[src/rtl/mem_pkg.sv]
// Shared memory-system constants and the arbiter state encoding.
// Latency: n/a (package only).
// Backpressure: n/a (package only).
package mem_pkg;

  localparam int ADDR_W     = 8;    // 256-byte unified memory
  localparam int DATA_W     = 8;    // byte-wide data port
  localparam int BOOT_LEN   = 128;  // instruction region is 0..BOOT_LEN-1
  localparam int DATA_BASE  = 128;  // memory adds this to D_addr
  localparam int STARVE_LIM = 4;    // refused DMA cycles before DMA is forced

  // Width of the DMA starvation counter (must hold 0..STARVE_LIM).
  localparam int STARVE_W   = $clog2(STARVE_LIM + 1);

  typedef enum logic [1:0] {
    ST_IDLE = 2'd0,
    ST_BOOT = 2'd1,
    ST_RUN  = 2'd2
  } state_t;

  // D_addr value that lands on physical address 'phys' once the memory
  // has added DATA_BASE (modulo the address space).
  function automatic logic [ADDR_W-1:0] phys_to_daddr(input logic [ADDR_W-1:0] phys);
    logic [ADDR_W-1:0] offset;
    offset = ADDR_W'((2**ADDR_W - DATA_BASE) % (2**ADDR_W));
    return phys + offset;
  endfunction

endpackage

[src/rtl/mem_boot_loader.sv]
// Boot image loader: writes streamed bytes to physical 0.. and counts them.
// Latency: write issued combinationally in the handshake cycle; count updates next edge.
// Backpressure: ld_ready follows 'en'; no bytes are accepted outside BOOT.
module mem_boot_loader
  import mem_pkg::*;
(
  input  logic              clk,
  input  logic              rst,
  input  logic              en,
  input  logic              ld_valid,
  input  logic [DATA_W-1:0] ld_data,
  input  logic              ld_last,
  output logic              ld_ready,
  output logic              wr_en,
  output logic [ADDR_W-1:0] wr_addr,
  output logic [DATA_W-1:0] wr_data,
  output logic [ADDR_W-1:0] boot_cnt,
  output logic              done
);

  logic hs;

  // Handshake, write port and exit detection; the last slot of the
  // instruction region ends boot even without ld_last so nothing spills
  // into the data region.
  always_comb begin
    ld_ready = en;
    hs       = ld_valid & en;
    wr_en    = hs;
    wr_addr  = phys_to_daddr(boot_cnt);
    wr_data  = ld_data;
    done     = hs & (ld_last | (boot_cnt == ADDR_W'(BOOT_LEN - 1)));
  end

  // Byte counter; it freezes once BOOT is left because 'en' drops.
  always_ff @(posedge clk or negedge rst) begin
    if (!rst) begin
      boot_cnt <= '0;
    end else if (hs) begin
      boot_cnt <= boot_cnt + 1'b1;
    end
  end

endmodule

[src/rtl/mem_access_arbiter.sv]
// Shares the memory data/write port: boot loader first, then CPU vs DMA.
// Latency: grants and port mux are combinational; FSM and starve counter register.
// Backpressure: CPU stalled during boot or when DMA is forced; DMA waits via dma_gnt.
module mem_access_arbiter
  import mem_pkg::*;
(
  input  logic              clk,
  input  logic              rst,
  input  logic              ld_valid,
  input  logic [DATA_W-1:0] ld_data,
  input  logic              ld_last,
  output logic              ld_ready,
  input  logic [ADDR_W-1:0] cpu_d_addr,
  input  logic [DATA_W-1:0] cpu_wdata,
  input  logic              cpu_ren,
  input  logic              cpu_wen,
  input  logic              dma_req,
  input  logic [ADDR_W-1:0] dma_addr,
  input  logic [DATA_W-1:0] dma_wdata,
  input  logic              dma_wen,
  output logic              dma_gnt,
  output logic              cpu_stall,
  output logic              core_run,
  output logic [ADDR_W-1:0] boot_cnt,
  output logic [ADDR_W-1:0] mem_d_addr,
  output logic [DATA_W-1:0] mem_wdata,
  output logic              mem_wen
);

  state_t              state;
  state_t              state_nxt;
  logic [STARVE_W-1:0] starve;
  logic                cpu_acc;
  logic                force_dma;

  logic                bl_wr_en;
  logic [ADDR_W-1:0]   bl_wr_addr;
  logic [DATA_W-1:0]   bl_wr_data;
  logic                bl_done;

  mem_boot_loader u_boot (
    .clk      (clk),
    .rst      (rst),
    .en       (state == ST_BOOT),
    .ld_valid (ld_valid),
    .ld_data  (ld_data),
    .ld_last  (ld_last),
    .ld_ready (ld_ready),
    .wr_en    (bl_wr_en),
    .wr_addr  (bl_wr_addr),
    .wr_data  (bl_wr_data),
    .boot_cnt (boot_cnt),
    .done     (bl_done)
  );

  // FSM state register.
  always_ff @(posedge clk or negedge rst) begin
    if (!rst) begin
      state <= ST_IDLE;
    end else begin
      state <= state_nxt;
    end
  end

  // Next state plus the port mux: boot owns the port in BOOT, CPU/DMA in RUN.
  always_comb begin
    state_nxt  = state;
    core_run   = 1'b0;
    cpu_stall  = 1'b1;
    dma_gnt    = 1'b0;
    mem_d_addr = '0;
    mem_wdata  = '0;
    mem_wen    = 1'b0;
    cpu_acc    = cpu_ren | cpu_wen;
    force_dma  = dma_req & (starve == STARVE_W'(STARVE_LIM));

    case (state)
      ST_IDLE: begin
        state_nxt = ST_BOOT;
      end
      ST_BOOT: begin
        mem_d_addr = bl_wr_addr;
        mem_wdata  = bl_wr_data;
        mem_wen    = bl_wr_en;
        if (bl_done) begin
          state_nxt = ST_RUN;
        end
      end
      ST_RUN: begin
        core_run = 1'b1;
        if (cpu_acc && !force_dma) begin
          // A simultaneous read and write request is treated as a write.
          cpu_stall  = 1'b0;
          mem_d_addr = cpu_d_addr;
          mem_wdata  = cpu_wdata;
          mem_wen    = cpu_wen;
        end else if (dma_req) begin
          dma_gnt    = 1'b1;
          cpu_stall  = cpu_acc;
          mem_d_addr = dma_addr;
          mem_wdata  = dma_wdata;
          mem_wen    = dma_wen;
        end else begin
          cpu_stall  = 1'b0;
        end
      end
      default: begin
        state_nxt = ST_IDLE;
      end
    endcase
  end

  // DMA starvation counter: counts consecutive refused RUN cycles, saturating
  // at the limit so the following cycle forces DMA through.
  always_ff @(posedge clk or negedge rst) begin
    if (!rst) begin
      starve <= '0;
    end else if (state == ST_RUN && dma_req && !dma_gnt) begin
      if (starve != STARVE_W'(STARVE_LIM)) begin
        starve <= starve + 1'b1;
      end
    end else begin
      starve <= '0;
    end
  end

endmodule
[config.mk]
export PLATFORM = sky130hd
export DESIGN_NAME = mem_access_arbiter
export DESIGN_NICKNAME = d
export VERILOG_FILES = /design/src/rtl/mem_pkg.sv /design/src/rtl/mem_boot_loader.sv /design/src/rtl/mem_access_arbiter.sv
export SDC_FILE = /design/constraint.sdc
export NUM_CORES = 1
export LEC_CHECK = 0
export ABC_AREA = 1
export CAP_MARGIN = 0
export CORE_UTILIZATION = 37
export CTS_CLUSTER_SIZE = 8
export DETAILED_ROUTE_END_ITERATION = 7
export PLACE_DENSITY_LB_ADDON = 0.12
export SETUP_SLACK_MARGIN = 0.2
export SLEW_MARGIN = 40
export SYNTH_ARGS = -nofsm -noshare
export SYNTH_HDL_FRONTEND = slang
export SYNTH_SLANG_ARGS = --single-unit
[constraint.sdc]
create_clock -name clk -period 1.8 [get_ports clk]
set_input_delay 0.45 -clock clk [delete_from_list [all_inputs] [get_ports clk]]
set_output_delay 0.45 -clock clk [all_outputs]
set_load 0.05 [all_outputs]
==> impl_metrics.tcl, run 1 <==
set metrics [dict create \
    initial_core_util_pct 39.1 \
    synth_area_leaders "dfrtp_1 (27%), nand2_1 (22%), nand3_1 (16%), inv_1 (9.4%), ha_1 (7.3%)" \
    synth_cell_type_count 22 \
    cts_sinks 13 \
    die_w_um 59.0 \
    root_buffer "clkbuf_4" \
    yosys_warnings 0 \
    core.rowCount 20 \
    ys_seq_elements 13 \
    die_height_um 59.0 \
    htree_num_levels 1 \
    haltStage "global routing" \
    avgSynthCellArea_um2 6.30 \
    holdBufCountCts 0 \
    endpoint_type "top-level output" \
    yosysSeqAreaShare_pct 27.0 \
    io_buffers 76 \
    cts_buffers 3 \
    synth_top_area_share_pct 27.0 \
    synth_top_cell_by_area "dfrtp_1" \
    cts_buffer_depth 2 \
    status "did not finish" \
    grt_max_degree 19 \
    antenna_found_initial 0 \
    place.detailed.instances 329 \
    io_pins 77 \
    error "[ERROR DPL-0033] detailed placement checks failed during check placement." \
    syn_inst 191 \
    syn_nets 246 \
    postGrtWorstEndpoint "mem_wdata[7]" \
    gp_congestion 0.880 \
    dp_hpwl_um 3380 \
    netlist_area_mm2 0.00120 \
]
==> timing repair <==
item | CTS
setup endpoints to repair | 24
gates cloned | 3
setup buffers | 9
pin swaps | 10
resized for setup | 27
==> synth_stat cells, drive strengths merged <==
| cell type | n |
|---|---|
| nand2 | 73 |
| nand3 | 40 |
| inv | 30 |
| dfrtp | 13 |
| nor2 | 10 |
| buf | 7 |
| ha | 7 |
| xnor2 | 4 |
| o21ai | 2 |
| a21boi | 1 |
| a21oi | 1 |
| a31oi | 1 |
| nor3b | 1 |
| xor2 | 1 |
==> cell families after synthesis <==
| family | Yosys count | share of synthesized area [%] |
|---|---|---|
| adder cells (fa/ha/maj) | 7 | 7.28 |
| AND/OR/NAND/NOR | 124 | 45.9 |
| XOR/XNOR | 5 | 3.64 |
| buffers and inverters | 37 | 13.7 |
| AO/OA/AOI/OAI | 5 | 2.39 |
| flip-flops | 13 | 27.0 |
==> stage by stage <==
step                      setup WS (ps)  area, µm²
after floorplan                    -304       1330
after global placement             -591       2560
after CTS                          -478       2780
after detailed placement           -647       2560
==> run 2: changes to the inputs <==
--- a/config.mk
+++ b/config.mk
@@ -7,11 +7,9 @@
 export LEC_CHECK = 0
 export ABC_AREA = 1
 export CAP_MARGIN = 0
-export CORE_UTILIZATION = 37
-export CTS_CLUSTER_SIZE = 8
+export CORE_UTILIZATION = 26
 export DETAILED_ROUTE_END_ITERATION = 7
-export PLACE_DENSITY_LB_ADDON = 0.12
-export SETUP_SLACK_MARGIN = 0.2
+export PLACE_DENSITY_LB_ADDON = 0.15
 export SLEW_MARGIN = 40
 export SYNTH_ARGS = -nofsm -noshare
 export SYNTH_HDL_FRONTEND = slang
==> impl_metrics.tcl, run 2 <==
set metrics [dict create \
    instances_no_fill 355 \
    slowest_delay_ps 360 \
    final_core_util_pct 67.8 \
    fin_crit_ps 2230 \
    grt_pass1_vias 1628 \
    min_period_over_period_pct 124 \
    slew_viol_final 0 \
    grt_pass1_wl_um 7240 \
    core_mm2 0.00441 \
    tritoncts "yes" \
    layout_common_cells "nand2_1 (48), clkdlybuf4s50_1 (44), buf_12 (33), buf_4 (26)" \
    critPathCapture "mem_d_addr[0]" \
    area_delta_synth_final_pct 149 \
    max-vdd-ir-drop_v 0.00102 \
    reg_top3 "u_boot.boot_cnt x8, starve x3, state x2" \
    hold_viol_final 0 \
    yosysSeqAreaShare_pct 27.0 \
    io_pins 77 \
    nFillCells 343 \
    root_buffer "clkbuf_8" \
    netlist_area_mm2 0.00120 \
    hold_class "in2async" \
    dieArea_mm2 0.00491 \
    timing.rr.end "state[1]" \
    top_register "u_boot.boot_cnt" \
    detail_route.first_pass.iterations 4 \
    ys.flop_type "dfrtp_1" \
    synth_cell_type_count 22 \
    grt_usage_pct 18.6 \
    clk-insertion-delay-late_ps 250 \
    cp-end-kind "output port" \
    core.rowCount 24 \
    largest_reg_flops 8 \
    slowest_stage "dfrtp_1" \
    viasPerCell 4.61 \
    post-synth-top-count-cell "nand2_1" \
    startpoint "starve[1]" \
    cts_buffers 3 \
    r2r_slack_ps 60 \
    dp_hpwl_um 3270 \
    layout_commonest_cell "nand2_1" \
    path_cells "inv_2 -> ha_4 -> nand3_4 -> nand2_8 -> buf_4 -> nor2_4 -> nand2_1 -> nand3_2 -> nand2_2 -> clkinvlp_4 -> buf_12" \
    fin_nets 359 \
    status "complete, but fails checks" \
    antenna_found_initial 0 \
    die_height_um 70.0 \
    synthTopCellsByCount "nand2_1 (71), nand3_1 (39), inv_1 (30)" \
    cts_buffer_depth 2 \
    cap_viol_max_count 0 \
    die_w_um 70.0 \
    fin_ws_ps -427 \
    synth_top_cell_by_area "dfrtp_1" \
    grt_max_degree 17 \
    gp_congestion 0.780 \
    drive_above_1_share_pct 47.5 \
    rr_startpoint "state[1]" \
    violations "negative setup slack" \
    syn_nets 246 \
    ys_async_sr_fraction_pct 100 \
    worst_pin_slew_ps 288 \
    rsz0062_at_grt "true" \
    finalClockSkew_ps 4.01 \
    required_ps 1350 \
    yosys_warnings 0 \
    syn_inst 191 \
    powerDensity_mw_per_mm2 1450 \
    wl_per_cell_um 12.8 \
    arrival_ps 1780 \
    wl_um 4530 \
    setup_violations 20 \
    fmax_mhz 449 \
    critPathLaunchType "flip-flop" \
    ys_seq_elements 13 \
    rr_worst_depth 11 \
    htree_num_levels 1 \
    num_vias 1636 \
    crit_fanout 8 \
    clk_pin_slew_ps 50 \
    initial_core_util_pct 27.3 \
    path_class "reg2out" \
    leakagePower_uw 0.00129 \
    slew_headroom_pct 80.8 \
    drt-initial-drc-count 59 \
    drc 0 \
    synth_edf_count 0 \
    cts_sinks 13 \
    synth_top_area_share_pct 27.0 \
    antenna_cells 0 \
    synth_area_leaders "dfrtp_1 (27%), nand2_1 (22%), nand3_1 (16%), inv_1 (9.4%), ha_1 (7.3%)" \
    grt_overflow 0 \
    avgSynthCellArea_um2 6.30 \
    place.detailed.instances 341 \
    io_buffers 76 \
    antenna_left 0 \
]
-- run 2: cell counts after synthesis --
Identical to the previous run, type by type.
-- run 2: worst max-delay path: cells and delay by family, from the launching register on --
| family | cells | cell delay, ps |
|---|---|---|
| AND/OR/NAND/NOR | 6 | 590 |
| buffers and inverters | 4 | 410 |
| flip-flops | 1 | 360 |
| adder cells (fa/ha/maj) | 1 | 160 |
-- run 2: cell families after synthesis --
logic type | Yosys count | share of synthesized area [%]
XOR/XNOR | 5 | 3.64
AND/OR/NAND/NOR | 124 | 45.9
buffers and inverters | 37 | 13.7
AO/OA/AOI/OAI | 5 | 2.39
flip-flops | 13 | 27.0
adder cells (fa/ha/maj) | 7 | 7.28
-- run 2: power breakdown --
group          switching (µW)  internal (µW)  total (µW)  leakage [µW]
Combinational            1890           1700        3590       0.00110
Sequential                115            367         482      0.000167
Clock                     105            157         262     0.0000228
-- run 2: layout make-up --
| class | count | area, µm² | area share [%] |
|---|---|---|---|
| Sequential cell | 13 | 325 | 10.9 |
| Inverter | 30 | 176 | 5.89 |
| Multi-Input combinational cell | 143 | 981 | 32.8 |
| Clock buffer | 4 | 45.0 | 1.50 |
| Tap cell | 52 | 65.1 | 2.17 |
| Timing Repair Buffer | 113 | 1400 | 46.8 |
-- run 2: repair_timing --
item                                    4_1_cts  5_1_grt
gates cloned                                  2        0
hold buffers                                  0        0
pin swaps                                     5       14
resized for setup                            28       32
endpoints found under the setup margin       20       23
setup buffers                                 1        8
-- run 2: routing by layer --
metal | vias to the layer above | routed length, µm | global-route usage, %
li1 | 816 | - | -
met1 | 758 | 2090 | 23.9
met2 | 56 | 2180 | 30.7
met3 | 6 | 171 | 2.02
met4 | 0 | 92 | 9.78
met5 | - | 0 | 0
-- run 2: worst min-delay path by stage --
stage / from / to / slack [ps]
2_1_floorplan: rst / starve[0] / 150
3_3_place_gp: starve[0] / starve[0] / 510
3_5_place_dp: u_boot.boot_cnt[7] / u_boot.boot_cnt[7] / 510
4_1_cts: rst / u_boot.boot_cnt[1] / 510
5_1_grt: rst / u_boot.boot_cnt[1] / 550
6_report: rst / u_boot.boot_cnt[1] / 500
-- run 2: stage by stage --
stage | hold WS [ps] | total power, µW | setup WS (ps) | cell area, µm² | setup TNS [ps]
after global routing | 548 | 4560 | -522 | 2990 | -8990
after global placement | 506 | 3650 | -547 | 2620 | -9410
after detailed placement | 512 | 3660 | -569 | 2620 | -10200
after CTS | 511 | 4110 | -415 | 2780 | -6650
after floorplan | 154 | 2150 | -304 | 1320 | -4000
final | 501 | 4340 | -427 | 2990 | -6760
No activity file was read; power rests on OpenSTA's default activity.
